`src/rtl/stream_fifo.sv`:
```
// Stream FIFO with valid/ready handshakes, TLAST sideband and first-word-fall-through output.
// Block-RAM storage feeds a one-word head register; count covers both, capacity is 2**ADDR_WIDTH words.
module stream_fifo #(
    parameter int DATA_WIDTH    = 24,
    parameter int ADDR_WIDTH    = 5,
    parameter int AFULL_THRESH  = 28,
    parameter int AEMPTY_THRESH = 4
) (
    input  logic                  clk,
    input  logic                  rst,
    input  logic                  flush,
    input  logic [DATA_WIDTH-1:0] s_data,
    input  logic                  s_last,
    input  logic                  s_valid,
    output logic                  s_ready,
    output logic [DATA_WIDTH-1:0] m_data,
    output logic                  m_last,
    output logic                  m_valid,
    input  logic                  m_ready,
    output logic [ADDR_WIDTH:0]   count,
    output logic                  almost_full,
    output logic                  almost_empty
);

    localparam int DEPTH = 2 ** ADDR_WIDTH;
    localparam int CW    = ADDR_WIDTH + 1;

    localparam logic [CW-1:0]       DEPTH_C  = CW'(DEPTH);
    localparam logic [CW-1:0]       AFULL_C  = CW'(AFULL_THRESH);
    localparam logic [CW-1:0]       AEMPTY_C = CW'(AEMPTY_THRESH);
    localparam logic [CW-1:0]       CNT_ONE  = CW'(1);
    localparam logic [ADDR_WIDTH:0] PTR_ONE  = (ADDR_WIDTH + 1)'(1);

    // Each entry is {last, data}.
    (* ram_style = "block" *) logic [DATA_WIDTH:0] mem [DEPTH];

    // Pointers carry one extra wrap bit so a completely full RAM is distinguishable from empty.
    logic [ADDR_WIDTH:0] wr_ptr_reg, wr_ptr_next;
    logic [ADDR_WIDTH:0] wr_cmt_reg, wr_cmt_next;
    logic [ADDR_WIDTH:0] rd_ptr_reg, rd_ptr_next;
    logic [CW-1:0]       count_reg, count_next;
    logic                out_valid_reg, out_valid_next;
    logic [DATA_WIDTH:0] out_word_reg;
    logic                afull_reg, afull_next;
    logic                aempty_reg, aempty_next;

    logic push;
    logic pop;
    logic ram_avail;
    logic load;

    assign s_ready = (count_reg != DEPTH_C);
    assign push    = s_valid & s_ready;
    assign pop     = out_valid_reg & m_ready;

    // Only words whose write has been committed for a full cycle are eligible for reading,
    // so the read port never targets the address being written on the same edge.
    assign ram_avail = (rd_ptr_reg != wr_cmt_reg);
    assign load      = ram_avail & (~out_valid_reg | pop);

    always_comb begin
        wr_ptr_next    = wr_ptr_reg;
        wr_cmt_next    = wr_ptr_reg;
        rd_ptr_next    = rd_ptr_reg;
        count_next     = count_reg;
        out_valid_next = out_valid_reg;
        afull_next     = afull_reg;
        aempty_next    = aempty_reg;

        if (flush) begin
            wr_ptr_next    = '0;
            wr_cmt_next    = '0;
            rd_ptr_next    = '0;
            count_next     = '0;
            out_valid_next = 1'b0;
            afull_next     = 1'b0;
            aempty_next    = 1'b1;
        end else begin
            if (push) begin
                wr_ptr_next = wr_ptr_reg + PTR_ONE;
            end
            if (load) begin
                rd_ptr_next = rd_ptr_reg + PTR_ONE;
            end
            out_valid_next = load | (out_valid_reg & ~pop);

            case ({push, pop})
                2'b10:   count_next = count_reg + CNT_ONE;
                2'b01:   count_next = count_reg - CNT_ONE;
                default: count_next = count_reg;
            endcase

            afull_next  = (count_next >= AFULL_C);
            aempty_next = (count_next <= AEMPTY_C);
        end
    end

    always_ff @(posedge clk or posedge rst) begin
        if (rst) begin
            wr_ptr_reg    <= '0;
            wr_cmt_reg    <= '0;
            rd_ptr_reg    <= '0;
            count_reg     <= '0;
            out_valid_reg <= 1'b0;
            afull_reg     <= 1'b0;
            aempty_reg    <= 1'b1;
        end else begin
            wr_ptr_reg    <= wr_ptr_next;
            wr_cmt_reg    <= wr_cmt_next;
            rd_ptr_reg    <= rd_ptr_next;
            count_reg     <= count_next;
            out_valid_reg <= out_valid_next;
            afull_reg     <= afull_next;
            aempty_reg    <= aempty_next;
        end
    end

    // Storage array carries no reset so it maps onto block RAM.
    always_ff @(posedge clk) begin
        if (push && !flush) begin
            mem[wr_ptr_reg[ADDR_WIDTH-1:0]] <= {s_last, s_data};
        end
    end

    // Head register; keeps its last value whenever nothing new is loaded.
    always_ff @(posedge clk or posedge rst) begin
        if (rst) begin
            out_word_reg <= '0;
        end else if (load && !flush) begin
            out_word_reg <= mem[rd_ptr_reg[ADDR_WIDTH-1:0]];
        end
    end

    assign m_data       = out_word_reg[DATA_WIDTH-1:0];
    assign m_last       = out_word_reg[DATA_WIDTH];
    assign m_valid      = out_valid_reg;
    assign count        = count_reg;
    assign almost_full  = afull_reg;
    assign almost_empty = aempty_reg;

endmodule

```
`config.mk`:
```
export PLATFORM = sky130hd
export DESIGN_NAME = stream_fifo
export DESIGN_NICKNAME = d
export VERILOG_FILES = /design/src/rtl/stream_fifo.sv
export SDC_FILE = /design/constraint.sdc
export NUM_CORES = 1
export LEC_CHECK = 0
export CAP_MARGIN = 20
export CORE_MARGIN = 2
export CORE_UTILIZATION = 54
export CTS_BUF_LIST = sky130_fd_sc_hd__clkbuf_4
export DETAILED_ROUTE_END_ITERATION = 12
export GPL_TIMING_DRIVEN = 0
export MAX_ROUTING_LAYER = met4
export PLACE_DENSITY_LB_ADDON = 0.2
export SETUP_SLACK_MARGIN = 0.1
export SYNTH_ARGS = -nofsm -noshare
export SYNTH_HDL_FRONTEND = slang
export SYNTH_SLANG_ARGS = --single-unit
```
`constraint.sdc`:
```
create_clock -name clk -period 4.1 [get_ports clk]
set_input_delay 0.82 -clock clk [delete_from_list [all_inputs] [get_ports clk]]
set_output_delay 0.82 -clock clk [all_outputs]
set_load 0.02 [all_outputs]
```
Yosys cells after proc, flatten, opt, wreduce, memory -nomap -nowiden

Memories as Yosys holds them, arrays and structs flattened. A register that Yosys moved wholly into a read port is not among the register bits.
Index checks and enable logic that the tools add are counted.

Memories kept: 1
Output and inout port bits: 35
Bits in writable memories: 800
Register bits: 27

Reductions and logical operators: 5
Order comparisons: 2
Mux-type cells: 13
Equal/unequal tests: 4
Bitwise logic cells: 8
Add/sub/neg operators: 4

Memory list:

| name | words | width | read ports | clocked after Yosys merged registers in | wr ports | line | RTL |
|---|---|---|---|---|---|---|---|
| mem  | 32    | 25    | 1          | 1                                       | 1        | 35   | `(* ram_style = "block" *) logic [DATA_WIDTH:0] mem [DEPTH];` |

Operators by type and width:

| operator            | number |
|---|---|
| $mux 6              | 7 |
| $add 6x1->6 const B | 3 |
| $pmux 6 s2          | 1 |
| $ge 6x5->1 const B  | 1 |
| $le 6x3->1 const B  | 1 |
| $ne 6x6->1          | 1 |
| $ne 6x6->1 const B  | 1 |
| $sub 6x1->6 const B | 1 |
| $mux 1              | 5 |
| $and 1x1->1         | 4 |
| $reduce_bool 2->1   | 2 |
| $eq 2x1->1 const B  | 1 |
| $eq 2x2->1 const B  | 1 |
| $logic_and 1x1->1   | 2 |
| $not 1->1           | 2 |
| $or 1x1->1          | 2 |
| $logic_not 1->1     | 1 |

Depth between registers and ports, before layout

Word-level depth: 7
Gate-level depth with buffers: 10

Worst setup path before layout

No wires, ideal clock.

Path type: input -> register
Start: input s_valid
End: register afull_reg (netlist: almost_full)
Cell stages on the path: 10
Arrival: 3,129 ps
Buffers on the path: 0
Setup time: 140 ps
Path slack: 832 ps
Path through: inv_1 -> a41oi_1 -> inv_1 -> ha_1 -> ha_1 -> a211o_1 -> nand3_1 -> or4b_1 -> xnor2_1 -> o32ai_1

Longest elaborated chain between the ends: 6
Elaborated cells between the ends (all ways): 7
Classes of those cells: order compare (1); eq/ne (2); mux (3); bitwise (1)

Ends and longest elaborated chain:

| item                                            | line | RTL |
|---|---|---|
| from (decl)                                     | 14   | `input logic s_valid,` |
| $and 1x1->1 *                                   | 53   | `assign push = s_valid & s_ready;` |
| $eq 2x1->1 / $eq 2x2->1 (equally long branches) | 87   | `case ({push, pop})` |
| $pmux 6 s2 *                                    | 87   |  |
| $mux 6 *                                        | 70   | `if (flush) begin` |
| $ge 6x5->1 *                                    | 93   | `afull_next = (count_next >= AFULL_C);` |
| $mux 1 *                                        | 70   |  |
| net afull_next                                  | 44   | `logic afull_reg, afull_next;` |
| to (signal assigned)                            | 113  | `afull_reg <= afull_next;` |
| to (decl)                                       | 44   |  |

The timed path passes the listed nets; every way through them passes the cells marked *. The select of a mux whose other input is x is not followed.
A chain may end at the register's enable or synchronous reset.

Worst setup path after layout

Start: register count_reg[0] (netlist: count[0])
End: register afull_reg (netlist: almost_full)

Longest elaborated chain between the ends: 7
Elaborated cells between the ends (all ways): 10
Classes of those cells: add/sub (2); order compare (1); eq/ne (3); mux (3); bitwise (1)

Ends and longest elaborated chain:

| item                                                                | line | RTL |
|---|---|---|
| from (decl)                                                         | 41   | `logic [CW-1:0] count_reg, count_next;` |
| from (signal assigned)                                              | 111  | `count_reg <= count_next;` |
| parallel branches: the longest is 3 deep, another holds $sub 6x1->6 | --   |  |
| $pmux 6 s2 *                                                        | 87   |  |
| $mux 6 *                                                            | 70   |  |
| $ge 6x5->1 *                                                        | 93   |  |
| $mux 1 *                                                            | 70   |  |
| net afull_next                                                      | 44   |  |

Mark *: on every way through the listed nets, which the timed path passes. The select of a mux whose other input is x is not followed.

==> impl_metrics.yaml <==
routing:
  drtPass1Iterations: 5
  ant_nets: 0
  wirelength_mm: 79.0
  drt-vias-per-instance: 6.16
  vias: 17300
  drtIter0Drc: 1809
  remaining_drc_errors: 0
  wire_per_inst_um: 28.2
setup_path:
  path_common_cell: "ha_1"
  startpoint_type: "flop"
  critPathKind: "reg2reg"
  critPathBufInv: 1
  critPathMaxFanout: 9
  crit_required_ns: 4.99
  cp_top_family: "compound AO/OA/AOI/OAI gates"
  cpPeakStageDelay_ns: 0.67
  crit_path_cell_trace: "nor2_1 -> a41oi_1 -> inv_1 -> ha_1 -> ha_1 -> a211o_1 -> nand3_1 -> or4b_1 -> xnor2_1 -> o32ai_1"
  end_kind: "flop"
  critPathSlowestCell: "a41oi_1"
  worst-endpoint-arrival_ns: 4.47
sta:
  clock-skew-final_ns: 0.0568
  tightest_slew_ns: 1.04
  grt_setup_unrepaired: "no"
  slew_violations: 0
  fin_crit_sh_pct: 87.2
  fmax_ghz: 0.280
  maxSlewHeadroom_pct: 30.5
  setup_viol: 0
  fin_crit_ns: 3.57
  fin_ws_ns: 0.525
  hold_viol_final: 0
  holdWs_ns: 0.143
logic_synthesis:
  netlist.top_cell.by_area: "edfxtp_1"
  syn_area_um2: 32900
  synthDistinctLibCells: 48
  async_reset_ff_share_pct: 6.10
  netlist_top_cells_area: "edfxtp_1 (73%), mux4_2 (10%), dfrtp_1 (3.9%)"
  seq_area_frac_synth_pct: 77.0
  synth_top_area_share_pct: 73.0
  synth_seq_cells: 852
  synthesis.instances: 1585
  yosys_warnings: 0
  ys.flop_type: "edfxtp_1"
  avgSynthCellArea_um2: 20.8
  syn-num-nets: 1626
  synth_edf_count: 800
floorplan:
  die_h_um: 251
  design.core.area_um2: 60200
  fp-row-count: 90
  start_util_pct: 54.6
  die-width_um: 251
  die_area_um2: 62900
  ios: 65
clock_tree:
  cts_root_buf: "clkbuf_4"
  cts_tree: "yes"
  ctsHoldBuffers: 0
  cts_buffer_depth: 3
  cts_buffers: 206
  htree_levels: 4
  post_cts_buffers: 0
  ctsResizeCount: 0
  cts.reportedPaths.clkPinSlew_ns: 0.08
  worstSkewPairLatency_ns: 1.08
  clkSinkCount: 852
cells_and_area:
  mostFrequentLayoutCell: "edfxtp_1"
  final_cell_mix: "edfxtp_1 (800), clkbuf_4 (303), mux4_2 (151), mux2i_1 (127), clkdlybuf4s50_1 (64)"
  area_delta_synth_final_pct: 16.1
  final_nets: 1937
  postLayoutCellArea_um2: 38200
  final_layout_size_suffix_gt1_share_pct: 30.1
  largest_register_ffs: 800
worst_hold_path:
  hold_class: "in2async"
power:
  power_density_nw_per_um2: 529
  finalPower_mw: 20.2
  ir_drop_v: 0.000281
  p_leak_nw: 12.3
placement:
  dpl.hpwl_mm: 51.5
  place_area_um2: 35200
  gp_congestion: 0.903
  portBuffers: 64
  post-place-ws_ns: -0.160
grt:
  grt_pass1_wl_mm: 114
  grt_antenna_before_repair: 2
  grt_pass1_vias: 17300
  grt_overflow: 0
  grtUsageTotal_pct: 26.5
  grt_max_degree: 33
run:
  max_cap_violations: 0
status:
  status: "completed"
==> synth_stat cells (9+ instances only) <==
cell type / number
a211oi_1: 27
a21oi_1: 54
a22o_1: 25
a22oi_1: 25
buf_2: 33
buf_4: 11
buf_6: 16
clkbuf_1: 31
dfrtp_1: 51
edfxtp_1: 800
ha_1: 10
inv_1: 9
mux2i_1: 127
mux4_2: 151
nand2_1: 9
nor2_1: 58
o21ai_0: 20
o221ai_1: 24
o22ai_1: 25
xnor2_1: 10
xor2_1: 10
==> where the power goes <==
group	total, mW	internal (mW)	switching, mW
Sequential	9.90	9.71	0.193
Clock	6.78	3.64	3.14
Combinational	3.55	1.63	1.92
Total	20.2	15.0	5.25
==> per-stage QoR <==
stage          std cells  setup TNS [ns]  utilization, %
2_1_floorplan       1585               0               -
3_3_place_gp        2431         -861.19            57.3
3_5_place_dp        2449          -56.92            58.4
4_1_cts             2778               0            62.6
5_1_grt             2800               0            63.4
6_report            2801               0            63.4
==> worst paths after layout <==
path,start,endpoint,slack (ns),cells after the start
setup / recovery,count[0],almost_full,0.53,10
hold / removal,rst,wr_cmt_reg[1],0.14,2
setup reg to reg,count[0],almost_full,0.53,10
hold reg to reg,wr_ptr_reg[5],wr_cmt_reg[5],0.52,1
max in group asynchronous,rst,out_word_reg[23],3.35,3
min in group clk,s_data[6],mem[7][6],0.46,1
==> cell type report <==
cell class	instances	area, µm²
tap	782	978
buffer	91	544
sequential	852	25300
timing repair buffer	103	1560
fill	4117	22000
multi-input combinational	633	7240
antenna	2	5.00
inverter	9	33.8
clock inverter	26	256
clock buffer	303	2270
==> logic make-up after synthesis <==
kind of cell	count (synthesis)	share of synthesized area, %
buffers and inverters	100	1.76
DFF	852	77.0
and+or+nand+nor	102	1.51
adders and majority gates	11	0.441
AOI/OAI and AO/OA	222	4.59
muxes	278	14.2
xor gates and xnor gates	20	0.532
==> layer usage <==
layer / routed length (µm) / track usage (%)
met5: 0 / -
met4: 1800 / 8.67
met3: 7150 / 6.28
met2: 37700 / 39.0
met1: 32400 / 37.0
No activity file was read; power rests on OpenSTA's default activity.
